File: src/rtl/dot_sched_pkg.sv
// dot_sched_pkg: shared FSM state type and width/lane helpers for the dot product scheduler
package dot_sched_pkg;
  typedef enum logic [1:0] {IDLE, RUN, DRAIN, DONE} state_t;
  function automatic int pw_f(input int n, input int dw);
    return 2 * dw + $clog2(n + 1);
  endfunction
  function automatic int lane_lo(input int i, input int dw);
    return i * dw;
  endfunction
endpackage

File: src/rtl/chunk_dot.sv
// chunk_dot: combinational N-lane unsigned multiply and reduce into a PW-bit chunk sum
module chunk_dot
  import dot_sched_pkg::*;
#(
  parameter int N  = 4,
  parameter int DW = 8,
  parameter int PW = pw_f(4, 8)
) (
  input  logic [DW*N-1:0] a,
  input  logic [DW*N-1:0] b,
  output logic [PW-1:0]   sum
);
  always_comb begin
    sum = '0;
    for (int i = 0; i < N; i++)
      sum = sum + PW'(a[lane_lo(i, DW) +: DW]) * PW'(b[lane_lo(i, DW) +: DW]);
  end
endmodule

File: src/rtl/dot_product_sched.sv
// dot_product_sched: chunked dot product job sequencer (DOT_SAT_EN selects saturating accumulate)
module dot_product_sched
  import dot_sched_pkg::*;
#(
  parameter int N  = 4,
  parameter int DW = 8,
  parameter int AW = 32,
  parameter int LW = 16
) (
  input  logic            clk,
  input  logic            rst,
  input  logic            start_valid,
  output logic            start_ready,
  input  logic [LW-1:0]   start_len,
  input  logic            in_valid,
  output logic            in_ready,
  input  logic [DW*N-1:0] in_a,
  input  logic [DW*N-1:0] in_b,
  output logic            res_valid,
  input  logic            res_ready,
  output logic [AW-1:0]   res_data,
  output logic            res_ovf,
  output logic            busy
);
  localparam int PW = pw_f(N, DW);
  if (AW < PW) begin : g_aw_chk
    $error("dot_product_sched: AW must be at least PW");
  end
  state_t        state;
  logic [LW-1:0] len, cnt;
  logic [AW-1:0] acc;
  logic [PW-1:0] p_reg, p_sum;
  logic          p_vld;
  chunk_dot #(.N(N), .DW(DW), .PW(PW)) u_dot (.a(in_a), .b(in_b), .sum(p_sum));
  always_comb begin
    start_ready = state == IDLE;
    in_ready    = state == RUN;
    res_valid   = state == DONE;
    res_data    = state == DONE ? acc : '0;
    busy        = state != IDLE;
  end
`ifdef DOT_SAT_EN
  logic [AW:0] acc_sum;
  logic        ovf;
  assign acc_sum = {1'b0, acc} + (AW+1)'(p_reg);
  assign res_ovf = state == DONE && ovf;
  always_ff @(posedge clk or posedge rst)
    if (rst) ovf <= 1'b0;
    else if (state == IDLE && start_valid) ovf <= 1'b0;
    else if (p_vld && acc_sum[AW]) ovf <= 1'b1;
`else
  assign res_ovf = 1'b0;
`endif
  always_ff @(posedge clk or posedge rst) begin
    if (rst) begin
      state <= IDLE;
      len   <= '0;
      cnt   <= '0;
      acc   <= '0;
      p_reg <= '0;
      p_vld <= 1'b0;
    end else begin
`ifdef DOT_SAT_EN
      if (p_vld) acc <= acc_sum[AW] ? '1 : acc_sum[AW-1:0];
`else
      if (p_vld) acc <= acc + AW'(p_reg);
`endif
      case (state)
        IDLE: if (start_valid) begin
          len   <= start_len;
          cnt   <= '0;
          acc   <= '0;
          state <= start_len == '0 ? DONE : RUN;
        end
        RUN: begin
          p_vld <= in_valid;
          if (in_valid) begin
            cnt   <= cnt + 1'b1;
            p_reg <= p_sum;
            if (cnt == len - 1'b1) state <= DRAIN;
          end
        end
        DRAIN: begin
          p_vld <= 1'b0;
          state <= DONE;
        end
        DONE: if (res_ready) state <= IDLE;
        default: state <= IDLE;
      endcase
    end
  end
endmodule
File: config.mk
export PLATFORM = sky130hd
export DESIGN_NAME = dot_product_sched
export DESIGN_NICKNAME = d
export VERILOG_FILES = /design/src/rtl/dot_sched_pkg.sv /design/src/rtl/chunk_dot.sv /design/src/rtl/dot_product_sched.sv
export SDC_FILE = /design/constraint.sdc
export NUM_CORES = 1
export LEC_CHECK = 0
export BUFFER_PORTS_ARGS = -buffer_cell sky130_fd_sc_hd__buf_2
export CAP_MARGIN = 0
export CORE_MARGIN = 2
export CORE_UTILIZATION = 50
export CTS_CLUSTER_DIAMETER = 60
export DETAILED_ROUTE_END_ITERATION = 16
export GPL_TIMING_DRIVEN = 0
export PLACE_DENSITY = 0.75
export SETUP_SLACK_MARGIN = 0.05
export SLEW_MARGIN = 20
export SYNTH_ARGS = -nofsm -noshare
export SYNTH_HDL_FRONTEND = slang
export SYNTH_SLANG_ARGS = --single-unit
File: constraint.sdc
create_clock -name clk -period 4.5 [get_ports clk]
set_input_delay 0.9 -clock clk [delete_from_list [all_inputs] [get_ports clk]]
set_output_delay 0.9 -clock clk [all_outputs]
set_load 0.01 [all_outputs]
# Word-level counts from Yosys, hierarchy flattened
# Cells that the tools add are included.
dict set report totals {
  reg_bits 86
  latch_bits 0
  ramBits 0
  mem_bits_ro 0
  input_bits 85
  out_inout_bits 37
  elab_cells 47
  memories 0
}
dict set report classes {
  addsub 6
  n_mul 4
  n_div 0
  magnitude_cmp 0
  n_eq_ne 8
  n_shift 0
  mux 14
  bitwise 0
  reduce_logical 9
}
# cell count
set op_table {}
lappend op_table {{two-way mux 32 bit} 4}
lappend op_table {{multiplier 8 x 8 -> 16 bit} 4}
lappend op_table {{adder 19 x 16 -> 19 bit} 2}
lappend op_table {{adder 32 x 19 -> 32 bit} 1}
lappend op_table {{two-way mux 16 bit} 2}
lappend op_table {{case mux 16 bit (2 select lines)} 1}
lappend op_table {{adder 16 x 16 -> 17 bit} 1}
lappend op_table {{adder 16 x 1 -> 16 bit (second input constant)} 1}
lappend op_table {{equality test 16 bit} 1}
lappend op_table {{zero test 16 bit} 1}
lappend op_table {{subtractor 16 x 1 -> 16 bit (second input constant)} 1}
lappend op_table {{two-way mux 2 bit} 5}
lappend op_table {{case mux 2 bit (4 select lines)} 1}
lappend op_table {{nonzero test 2 bit} 3}
lappend op_table {{equality test 2 bit (second input constant)} 2}
lappend op_table {{!= test 2 x 1 -> 1 bit (second input constant)} 2}
lappend op_table {{!= test 2 bit (second input constant)} 2}
lappend op_table {{AND reduction 2 bit} 2}
lappend op_table {{AND reduction 4 bit} 1}
lappend op_table {{AND reduction 3 bit} 1}
lappend op_table {{equality test 2 x 1 -> 1 bit (second input constant)} 1}
lappend op_table {{zero test 2 bit} 1}
lappend op_table {{case mux 1 bit (2 select lines)} 1}

# Depth between registers and ports, before layout
dict set report depth {
  ltp_word 5
  mapped_depth 33
  depth_no_buf 33
}

# By module
# From an unflattened synthesis, not the netlist that was laid out.
dict set report unflattened {
  cells_unflattened 1620
  area_unflattened_um2 14672.8
}
# module instances cells_each area_each_um2 seq_area_each_um2
set modules_own_cells {}
lappend modules_own_cells {chunk_dot 1 1012 9278.9 0.0}
lappend modules_own_cells {dot_product_sched 1 608 5393.9 2152.1}

# Least setup slack after synthesis
# No wires, ideal clock.
dict set report synth_path {
  path_kind {in2reg}
  start {input in_a[5]}
  end {register p_reg[17]}
  setup_ps 134
  arrival_ps 8437
  required_time_ps 4366
  path_slack_ps -4071
  stages 28
  path_buffers 1
  path_cell_list {clkbuf_1 nand2_1 fa_1 fa_1 fa_1 inv_1 fa_1 fa_1 fa_1 ha_1 o21a_1 o21a_1 a21oi_1 xnor2_1 ha_1 fa_1 inv_1 fa_1 fa_1 inv_1 ha_1 nand3_1 nor2_1 a31oi_1 nand2_1 o41ai_1 mux2i_1 o21ai_0}
}
dict set report synth_between {
  elab_chain_len 4
}
# element line_no
set synth_lines {}
lappend synth_lines {{from (decl)} dot_product_sched.sv:17} ;# input logic [DW*N-1:0] in_a,
lappend synth_lines {{multiplier 8 x 8 -> 16 bit} chunk_dot.sv:16} ;# sum = sum + PW'(a[lane_lo(i, DW) +: DW]) * PW'(b[lane_lo(i, DW) +: DW]);
lappend synth_lines {{adder 16 x 16 -> 17 bit} chunk_dot.sv:16}
lappend synth_lines {{adder 19 x 16 -> 19 bit (2 in series)} chunk_dot.sv:16}
lappend synth_lines {{to (signal assigned)} dot_product_sched.sv:79} ;# p_reg <= p_sum;
lappend synth_lines {{to (decl)} dot_product_sched.sv:32} ;# logic [PW-1:0] p_reg, p_sum;
# Every way passes these cells.
# A chain may end at the register's enable or synchronous reset.

# Worst setup path after layout
dict set report layout_path {
  start {input in_a[1]}
  end {register p_reg[14]}
}
# The elaborated chain is that of the path after synthesis.

==> results.txt <==
Measured along the x axis, the die boundary spans 176 um. The clock period minus worst slack came out at 8.26 ns. The root buffer cell is sky130_fd_sc_hd__clkbuf_16. The run finished, with violations left. The maximum single-stage delay on the critical path works out to 0.58 ns. After the first detailed-routing iteration, the DRC count stood at 667. Worst hold-check path type: reg -> reg. After global routing the overflow that remains totals 0. In this run the tightest slew margin relative to its limit is 47.9%.

The tools report the number of hold violations in the final report as 0. The clock passes through at most 2 buffers. The worst setup path is launched from an input port. The final reports fail on setup timing.

The startpoint identified for the worst hold timing path is p_reg[11]$_DFFE_PP0P_. The worst hold path passes through 2 cells. At the worst endpoint, the required time is 4.72 ns. The number of pins exceeding their max-slew limit in the final report is 0. In this run, distinct cell masters in the synthesized netlist total 61.

In the synthesized netlist, the number of instances is 1,672. The total negative slack came out at -51.61 ns. The area added between synthesis and finish came out at 18.7%. The run gives 14.6% as the sequential fraction of the synthesis area. For the combined global-route utilization of all metal layers, the log shows 22.5%. Most frequent cell on the critical path: sky130_fd_sc_hd__fa_1. At the end of routability-driven placement, the weighted congestion stood at 0.915. The clock tree synthesis step divided the H-tree into 3 levels.

Once layout is complete, the utilization of the core stands at 60.7%. Buffers placed on the I/O ports in this run total 118. Leaving out fill and tap cells, the most frequent cell in the layout is sky130_fd_sc_hd__inv_1. The floorplan step defined a die boundary enclosing 30,900 sq um. Entering global routing, the biggest net connects 47 pins.

Number of flip-flops in the largest register: 32. Clock-pin slew was measured on the worst setup and hold paths at 0.07 ns. In this run the mean area of a mapped cell was 8.83 sq um. The maximum fanout encountered on the critical timing path is 7. The worst setup path is of the in -> reg kind. At the end of the flow, the number of nets in the layout was 2,296.

For this block, the via count after detailed routing is 12,000. The post-route clock period utilization works out to 183%. Setup repair after global routing could not meet its margin everywhere.

The average detailed-routed wire length per instance works out to 15.5 um. For this block, the routed nets add up to 34,400 um of wire. In this run the critical register-to-register path is captured at state[1]$_DFFE_PP0P_. The detailed placement HPWL is 27,900 um. The worst setup path is captured at a flop.

The net count after synthesis came out at 2,130. For the initial antenna violation count, the log shows 0. Derived from the worst setup path, the maximum achievable clock frequency is 121 MHz. Counting flops with an async set or reset pin after synthesis yields a share of 100%.

Hold repair after CTS inserted 0 buffers. The die span in y is 176 um. The insertion delay to the later sink of the worst-skew pair is 0.35 ns. Leaving out fill and tap cells, the most frequent cells in the layout are sky130_fd_sc_hd__inv_1, sky130_fd_sc_hd__fa_1, sky130_fd_sc_hd__nand2_1. In the synthesized netlist the dominant register cell turns out to be sky130_fd_sc_hd__dfrtp_1.

Number of clock sinks seen by CTS: 86. At the pin with the least slew margin, the transition time is 0.775 ns. The path with the worst hold slack has its endpoint at p_reg[11]$_DFFE_PP0P_. The number of clock buffers added by TritonCTS is 9. The worst register-to-register path has a depth of 9. Row count: 62. The number of synthesized flops with an enable pin is 0.

The logs give 0 for the final routed DRC violation total and 28,900 sq um for the area inside the core boundary. For the worst setup path, the data arrival time is 8.48 ns. Dividing the detail-routed via count by the number of cells gives 5.37.

The slowest stage of the critical path is the sky130_fd_sc_hd__fa_1 cell. After synthesis the cells add up to 14,800 sq um. The worst clock skew was 0.0102 ns. The detailed-routing iteration count for the pre-antenna-repair pass was 5. Starting utilization of the core area: 51.2%.

Setup violations remaining at the end of the flow were counted as 17. The run gives 11,900 as the number of global-route vias before repair. For the antenna cell count, the log shows 0.

For the register-to-register setup slack, the log shows 1.49 ns. For this design the top-level I/O count stands at 122. The least setup slack across all paths after layout is -3.76 ns. TritonCTS built the clock tree. For the wire length of the first global-routing pass, the log shows 57,100 um.

The run gives 0 as the number of warnings printed during yosys synthesis. The logs give 0 for the count of antenna-violating nets left after detailed routing and 0 for the max-capacitance violation count. Synthesis-stage register bit count: 86. The startpoint of the most critical register-to-register path was len[0]$_DFFE_PP0P_.

The share of post-route cells with drive strength above 1 was 17.1%.
layer usage:
layer  vias up  share of wire [%]  track usage [%]
met5         -                  0                0
met4         0                2.7             6.65
met3        64                5.0             2.66
met2       318                 48             37.7
met1      5958                 44             30.9
li1       5627                  -                -
stage by stage:
| stage | hold WS (ns) | cells | area, sq um | setup WS (ns) |
|---|---|---|---|---|
| floorplan | 0.454 | 1672 | 15100 | -3.71 |
| global placement | 0.475 | 2174 | 16200 | -4.38 |
| detailed placement | 0.488 | 2175 | 16200 | -4.38 |
| CTS | 0.502 | 2204 | 16900 | -3.81 |
| global route | 0.532 | 2227 | 17500 | -3.98 |
| finish | 0.500 | 2227 | 17500 | -3.76 |
cell families after synthesis:
group	Yosys count	share of synthesized area, %
and+or+nand+nor	592	20.5
adders and majority gates	373	42.3
buffers and inverters	336	8.68
AOI/OAI and AO/OA	197	8.53
DFF	86	14.6
xor gates and xnor gates	67	3.97
muxes	20	1.39
other	1	0.0254
cells in the mapped netlist (24+ instances only):
master,instances,area (sq um)
sky130_fd_sc_hd__a21oi_1,54,270
sky130_fd_sc_hd__and2_1,188,1180
sky130_fd_sc_hd__clkbuf_1,24,90.1
sky130_fd_sc_hd__dfrtp_1,86,2150
sky130_fd_sc_hd__fa_1,211,4220
sky130_fd_sc_hd__ha_1,162,2030
sky130_fd_sc_hd__inv_1,307,1150
sky130_fd_sc_hd__nand2_1,208,781
sky130_fd_sc_hd__nand3_1,33,165
sky130_fd_sc_hd__nor2_1,67,251
sky130_fd_sc_hd__o21ai_0,47,235
sky130_fd_sc_hd__xnor2_1,30,263
sky130_fd_sc_hd__xor2_1,37,324
worst max path at each step:
stage             from                     to
5_1_grt        in_a[1]  p_reg[14]$_DFFE_PP0P_
4_1_cts        in_b[8]  p_reg[14]$_DFFE_PP0P_
3_5_place_dp   in_a[3]  p_reg[16]$_DFFE_PP0P_
2_1_floorplan  in_b[3]  p_reg[17]$_DFFE_PP0P_
3_3_place_gp   in_b[3]  p_reg[17]$_DFFE_PP0P_
6_report       in_a[1]  p_reg[14]$_DFFE_PP0P_
worst max-delay path, delay by kind of cell:
kind	cells	cell delay [ns]
adder cells (fa/ha/maj)	12	5.12
XOR/XNOR	2	0.39
AND/OR/NAND/NOR	4	0.79
AO/OA/AOI/OAI	6	0.96
buffers and inverters	5	0.30
timing repair:
action,CTS,global route
setup endpoints to repair,17,17
setup buffers,13,23
hold endpoints to repair,0,0
pin swaps,71,61
gates resized for setup,69,105
final cells by class:
cell class / count / area [sq um]
Fill cell: 2391 / 11300
Tap cell: 384 / 480
Buffer: 29 / 140
Clock buffer: 11 / 243
Multi-Input combinational cell: 1250 / 12200
Inverter: 307 / 1150
Sequential cell: 86 / 2150
Timing Repair Buffer: 155 / 1060
Clock inverter: 5 / 58.8
Power is left out: the tool's default activity adds up to more than one toggle a clock period on the data nets, which glitch-free logic cannot reach.
